==> src/rtl/hazard_scoreboard_if.sv <==
// Bundle between the pipeline datapath and the hazard scoreboard.
// The datapath (master) presents the D-stage instruction and branch outcome;
// the scoreboard (slave) returns stall/flush/forward controls and counters.
interface hazard_scoreboard_if #(
  parameter int REG_AW = 5,
  parameter int CNT_W  = 16
);
  logic [REG_AW-1:0] Rs1D;
  logic [REG_AW-1:0] Rs2D;
  logic [REG_AW-1:0] RdD;
  logic              RegWriteD;
  logic [1:0]        ResultSrcD;
  logic              PCSrcE;
  logic              StallF;
  logic              StallD;
  logic              FlushD;
  logic              FlushE;
  logic [1:0]        ForwardAE;
  logic [1:0]        ForwardBE;
  logic [CNT_W-1:0]  stall_count;
  logic [CNT_W-1:0]  flush_count;

  modport master (
    output Rs1D, Rs2D, RdD, RegWriteD, ResultSrcD, PCSrcE,
    input  StallF, StallD, FlushD, FlushE, ForwardAE, ForwardBE,
    input  stall_count, flush_count
  );

  modport slave (
    input  Rs1D, Rs2D, RdD, RegWriteD, ResultSrcD, PCSrcE,
    output StallF, StallD, FlushD, FlushE, ForwardAE, ForwardBE,
    output stall_count, flush_count
  );
endinterface

==> src/rtl/hazard_scoreboard.sv <==
// Hazard/forwarding controller for a 5-stage pipeline using an E/M/W shadow pipeline.
// Controls are combinational from D inputs, PCSrcE and shadow state; counters are registered.
// A taken branch overrides a stall: D and E are flushed and no stall is raised.
module hazard_scoreboard #(
  parameter bit FORWARD_EN = 1'b1,
  parameter int REG_AW     = 5,
  parameter int CNT_W      = 16
) (
  input logic               clk,
  input logic               rst,
  hazard_scoreboard_if.slave hz
);

  typedef struct packed {
    logic              vld;
    logic [REG_AW-1:0] rd;
    logic              wr;
  } entry_t;

  localparam logic [CNT_W-1:0] CNT_MAX = {CNT_W{1'b1}};
  localparam logic [CNT_W-1:0] CNT_ONE = {{(CNT_W-1){1'b0}}, 1'b1};

  entry_t            e_q, m_q, w_q;
  logic              e_ld;
  logic [REG_AW-1:0] rs1_e, rs2_e;
  logic [CNT_W-1:0]  stall_cnt, flush_cnt;

  logic e_prod, m_prod, w_prod;
  logic e_hit_d, m_hit_d;
  logic haz_d, stall, flush_e;
  logic [1:0] fwd_a, fwd_b;

  // x0 is hardwired to zero, so an entry writing it is never a producer
  assign e_prod = e_q.vld & e_q.wr & (e_q.rd != '0);
  assign m_prod = m_q.vld & m_q.wr & (m_q.rd != '0);
  assign w_prod = w_q.vld & w_q.wr & (w_q.rd != '0);

  assign e_hit_d = e_prod & ((e_q.rd == hz.Rs1D) | (e_q.rd == hz.Rs2D));
  assign m_hit_d = m_prod & ((m_q.rd == hz.Rs1D) | (m_q.rd == hz.Rs2D));

  // D-stage hazard and E-stage operand selects; W never blocks D since the RF writes through
  always_comb begin
    haz_d = 1'b0;
    fwd_a = 2'b00;
    fwd_b = 2'b00;
    if (FORWARD_EN) begin
      haz_d = e_hit_d & e_ld;
      if (m_prod && (m_q.rd == rs1_e))      fwd_a = 2'b10;
      else if (w_prod && (w_q.rd == rs1_e)) fwd_a = 2'b01;
      if (m_prod && (m_q.rd == rs2_e))      fwd_b = 2'b10;
      else if (w_prod && (w_q.rd == rs2_e)) fwd_b = 2'b01;
    end else begin
      haz_d = e_hit_d | m_hit_d;
    end
  end

  assign stall   = haz_d & ~hz.PCSrcE;
  assign flush_e = hz.PCSrcE | haz_d;

  assign hz.StallF      = stall;
  assign hz.StallD      = stall;
  assign hz.FlushD      = hz.PCSrcE;
  assign hz.FlushE      = flush_e;
  assign hz.ForwardAE   = fwd_a;
  assign hz.ForwardBE   = fwd_b;
  assign hz.stall_count = stall_cnt;
  assign hz.flush_count = flush_cnt;

  // Advance the shadow pipeline; a flush or stall drops a bubble into E
  always_ff @(posedge clk or posedge rst) begin
    if (rst) begin
      e_q   <= '0;
      m_q   <= '0;
      w_q   <= '0;
      e_ld  <= 1'b0;
      rs1_e <= '0;
      rs2_e <= '0;
    end else begin
      w_q <= m_q;
      m_q <= e_q;
      if (flush_e) begin
        e_q   <= '0;
        e_ld  <= 1'b0;
        rs1_e <= '0;
        rs2_e <= '0;
      end else begin
        e_q   <= '{vld: 1'b1, rd: hz.RdD, wr: hz.RegWriteD};
        e_ld  <= (hz.ResultSrcD == 2'b01);
        rs1_e <= hz.Rs1D;
        rs2_e <= hz.Rs2D;
      end
    end
  end

  // Saturating performance counters for stall cycles and taken-branch cycles
  always_ff @(posedge clk or posedge rst) begin
    if (rst) begin
      stall_cnt <= '0;
      flush_cnt <= '0;
    end else begin
      if (stall && (stall_cnt != CNT_MAX))     stall_cnt <= stall_cnt + CNT_ONE;
      if (hz.PCSrcE && (flush_cnt != CNT_MAX)) flush_cnt <= flush_cnt + CNT_ONE;
    end
  end

endmodule

==> src/flat_wrapper.sv <==
// flat-port wrapper written by rule: the top's interface ports become plain ports
module hazard_scoreboard_flat 
#(
  parameter bit FORWARD_EN = 1'b1,
  parameter int REG_AW     = 5,
  parameter int CNT_W      = 16
)
  (clk, rst, hz_Rs1D, hz_Rs2D, hz_RdD, hz_RegWriteD, hz_ResultSrcD, hz_PCSrcE, hz_StallF, hz_StallD, hz_FlushD, hz_FlushE, hz_ForwardAE, hz_ForwardBE, hz_stall_count, hz_flush_count);
  hazard_scoreboard_if #(.REG_AW(REG_AW), .CNT_W(CNT_W)) hz_i ();
  input logic clk;
  input logic rst;
  input wire logic [$bits(hz_i.Rs1D)-1:0] hz_Rs1D;
  input wire logic [$bits(hz_i.Rs2D)-1:0] hz_Rs2D;
  input wire logic [$bits(hz_i.RdD)-1:0] hz_RdD;
  input wire logic [$bits(hz_i.RegWriteD)-1:0] hz_RegWriteD;
  input wire logic [$bits(hz_i.ResultSrcD)-1:0] hz_ResultSrcD;
  input wire logic [$bits(hz_i.PCSrcE)-1:0] hz_PCSrcE;
  output wire logic [$bits(hz_i.StallF)-1:0] hz_StallF;
  output wire logic [$bits(hz_i.StallD)-1:0] hz_StallD;
  output wire logic [$bits(hz_i.FlushD)-1:0] hz_FlushD;
  output wire logic [$bits(hz_i.FlushE)-1:0] hz_FlushE;
  output wire logic [$bits(hz_i.ForwardAE)-1:0] hz_ForwardAE;
  output wire logic [$bits(hz_i.ForwardBE)-1:0] hz_ForwardBE;
  output wire logic [$bits(hz_i.stall_count)-1:0] hz_stall_count;
  output wire logic [$bits(hz_i.flush_count)-1:0] hz_flush_count;
  assign hz_i.Rs1D = hz_Rs1D;
  assign hz_i.Rs2D = hz_Rs2D;
  assign hz_i.RdD = hz_RdD;
  assign hz_i.RegWriteD = hz_RegWriteD;
  assign hz_i.ResultSrcD = hz_ResultSrcD;
  assign hz_i.PCSrcE = hz_PCSrcE;
  assign hz_StallF = hz_i.StallF;
  assign hz_StallD = hz_i.StallD;
  assign hz_FlushD = hz_i.FlushD;
  assign hz_FlushE = hz_i.FlushE;
  assign hz_ForwardAE = hz_i.ForwardAE;
  assign hz_ForwardBE = hz_i.ForwardBE;
  assign hz_stall_count = hz_i.stall_count;
  assign hz_flush_count = hz_i.flush_count;
  hazard_scoreboard #(.FORWARD_EN(FORWARD_EN), .REG_AW(REG_AW), .CNT_W(CNT_W)) u_core (.clk(clk), .rst(rst), .hz(hz_i));
endmodule
==> config.mk <==
export PLATFORM = sky130hd
export DESIGN_NAME = hazard_scoreboard_flat
export DESIGN_NICKNAME = d
export VERILOG_FILES = /design/src/rtl/hazard_scoreboard_if.sv /design/src/rtl/hazard_scoreboard.sv /design/src/flat_wrapper.sv
export SDC_FILE = /design/constraint.sdc
export NUM_CORES = 1
export LEC_CHECK = 0
export BUFFER_PORTS_ARGS = -buffer_cell sky130_fd_sc_hd__clkbuf_2
export CAP_MARGIN = 40
export CORE_ASPECT_RATIO = 0.7
export CORE_MARGIN = 2
export CORE_UTILIZATION = 25
export DETAILED_ROUTE_END_ITERATION = 6
export PLACE_DENSITY = 0.43
export SYNTH_ARGS = -nofsm -noshare
export SYNTH_HDL_FRONTEND = slang
export SYNTH_SLANG_ARGS = --single-unit
export TNS_END_PERCENT = 5
==> constraint.sdc <==
create_clock -name clk -period 4.7 [get_ports clk]
set_clock_uncertainty 0.1 [all_clocks]
set_input_delay 0.47 -clock clk [delete_from_list [all_inputs] [get_ports clk]]
set_output_delay 0.47 -clock clk [all_outputs]
set_load 0.01 [all_outputs]
==> impl_results.md <==
- Footprint of the multi-input gates: 1260 um2
- Ports: 61
- Post-DR vias/cell: 4.24
- Final nets: 335
- GP Congestion: 0.755
- CP Max Fanout: 18
- Fin cells: 474
- Launching element type of the critical path: register
- Hold/Removal Path Class: in -> async
- Slew margin rel.: 47.2%
- Design area: 3680 um2
- CP bufs+invs: 2
- Post-CTS Setup Bufs: 0
- Synth Register Bits: 64
- Synth cell types: 36
- Worst setup EP type: output port
- CP top delay family: compound AO/OA/AOI/OAI gates
- Setup TNS: 0 ns
- Post-synth EDFFs: 0
- Seq/Total Area, Yosys: 54.7%
- CP peak stage delay: 0.67 ns
- Post-synthesis instance total: 246
- CTS HTree Levels: 3
- N_diodes: 0
- Initial antenna violation count: 0
- Row count: 33
- Die area: 12,600 um2
- Status: finished clean
- Clock Latency Late Sink: 0.32 ns
- Global-route wire length before repair: 10,600 um
- Max Root-Sink Buffers: 2
- Peak Freq: 335 MHz
- Post-Route WL: 6510 um
- Primary FF master, synth: dfrtp_1
- CTS Buf Count: 9
- Critical path arrival: 2.41 ns
- Mean post-synth cell area: 11.9 um2
- Syn Nets: 269
- RSZ-0062 raised after global routing: false
- First-pass iteration count of the detailed router: 4
- Finished Core Util: 31.8%
- Hold buffers post-CTS: 0
- CTS Sinks: 64
- Fin. max-slew vios: 0
- Max cap viols: 0
- Commonest non-fill, non-tap cell in the layout: dfrtp_1
- Dpl cell area: 3380 um2
- DR vias: 2,009
- Min Tclk post-route: 2.98 ns
- Total global routing overflow: 0
- Reg area: 1600 um2
- Total Power: 1460 uW
- Reg2Reg Depth: 6
- Root buffer cell: clkbuf_16
- R2R setup slack: 2.36 ns
- Fin crit share: 63.4%
- Starting Density: 25.3%
- Final setup vio count: 0
- Crit path required time: 4.13 ns
- Reg2reg start: u_core.e_q[2]
- Critical-path cell list: xor2_1 > nor2_1 > a22oi_2 > o21ba_2 > inv_1 > clkbuf_2
- RR Endpoint: u_core.e_ld
- Clock Pin Slew Worst Setup and Hold Paths: 0.05 ns
- Largest net degree at the start of global routing: 39
- FILL cells: 1,226
- Die Y: 94.5 um
- Most frequent cells in the layout: dfrtp_1, clkbuf_2, xor2_1
- HPWL after detailed placement: 4830 um
- Die W: 133 um
- Endpoints failing hold: 0
- Vias in the first global route: 2,025
- Critical path's slowest cell: a22oi_2
- Worst vdd ir: 300 uV
- Mapped Area: 2930 um2
- Crit path kind: reg -> out
- Port Buffer Count: 60
- YS warnings: 0
- DR DRC count: 0
- Leakage Power: 0.00182 uW
- Drt first-iter violations: 87
- TritonCTS clock tree: yes
- Routed WL per cell: 13.7 um
- Core area: 11,600 um2
- GRT Overall Usage: 11.2%
- Ratio of cells with drive above 1 in the final layout: 28.1%
- # resized after CTS: 0
- Worst Tran Pin Value: 0.793 ns
- Placed insts: 458
- Detail Route Antenna Nets: 0
- Pwr Density: 398 nW/um2
- Area delta synth->final: 25.8%
- Async SR Flop Fraction: 100%
==> cells in the mapped netlist, types with 4 or more instances <==
cell | number | share of area [%]
dfrtp_1 | 64 | 55
xor2_1 | 44 | 13
and2_1 | 18 | 3.8
xnor2_1 | 16 | 4.8
nand3_1 | 12 | 2.1
nor2_1 | 10 | 1.3
nand2_1 | 9 | 1.2
nor4_1 | 9 | 1.9
nor3_1 | 8 | 1.4
nand4_1 | 6 | 1.3
and3_1 | 5 | 1.1
or4_1 | 4 | 1.0
==> worst register-to-register path, delay by kind of cell (launching register included) <==
family | cells | cell delay (ns)
AND/OR/NAND/NOR | 2 | 0.27
XOR/XNOR | 1 | 0.19
flip-flops | 1 | 0.44
AO/OA/AOI/OAI | 2 | 1.14
buffers and inverters | 1 | 0.11
==> kinds of logic (layout without fill, tap and decap cells) <==
kind of cell / after synthesis / after routing / synth area share (%)
AOI/OAI and AO/OA: 8 / 8 / 2.18
xor gates and xnor gates: 60 / 60 / 18.0
adders and majority gates: 2 / 2 / 0.855
buffers and inverters: 9 / 80 / 2.01
DFF: 64 / 64 / 54.7
muxes: 2 / 2 / 0.898
and+or+nand+nor: 101 / 101 / 21.3
==> worst max path at each step <==
stage	start	endpoint	slack, ns	cells after the start
final	u_core.e_q[2]	hz_FlushE	1.72	6
after floorplan	u_core.m_q[1]	hz_ForwardAE[0]	2.43	4
after global placement	hz_Rs1D[0]	hz_FlushE	1.95	7
after CTS	u_core.e_q[2]	hz_FlushE	1.68	6
after detailed placement	hz_Rs1D[0]	hz_FlushE	1.93	7
after global routing	u_core.e_q[2]	hz_FlushE	1.51	6
==> power by group <==
group	internal, uW	switching [uW]
clock network	423	235
registers	594	55.7
logic	74.1	80.5
==> sequential cells by signal (all words and copies together), names as in the netlist <==
name,flops
u_core.hz.flush_count,16
u_core.rs1_e,5
u_core.e_ld,1
u_core.hz.stall_count,16
u_core.e_q,7
u_core.m_q,7
u_core.w_q,7
u_core.rs2_e,5
==> metrics by stage <==
stage / hold slack (ns) / worst slack, ns
2_1_floorplan: 0.253 / 2.43
4_1_cts: 0.118 / 1.68
3_5_place_dp: 0.266 / 1.93
5_1_grt: 0.150 / 1.51
3_3_place_gp: 0.263 / 1.95
6_report: 0.0966 / 1.72
==> routing by layer <==
metal / routed length, um / track usage, % / vias up
li1: - / - / 983
met1: 3420 / 15.6 / 967
met2: 2580 / 15.0 / 50
met3: 418 / 4.83 / 9
met4: 80 / 4.26 / 0
met5: 0 / 0 / -
==> final cells by class <==
| cell class | count | share of cell area (%) |
|---|---|---|
| multi-input combinational | 173 | 34.4 |
| clock inverter | 5 | 1.53 |
| clock buffer | 11 | 6.59 |
| tap | 157 | 5.34 |
| timing repair buffer | 61 | 8.36 |
| sequential | 64 | 43.5 |
| inverter | 3 | 0.306 |
(Power assumes the default switching activity.)
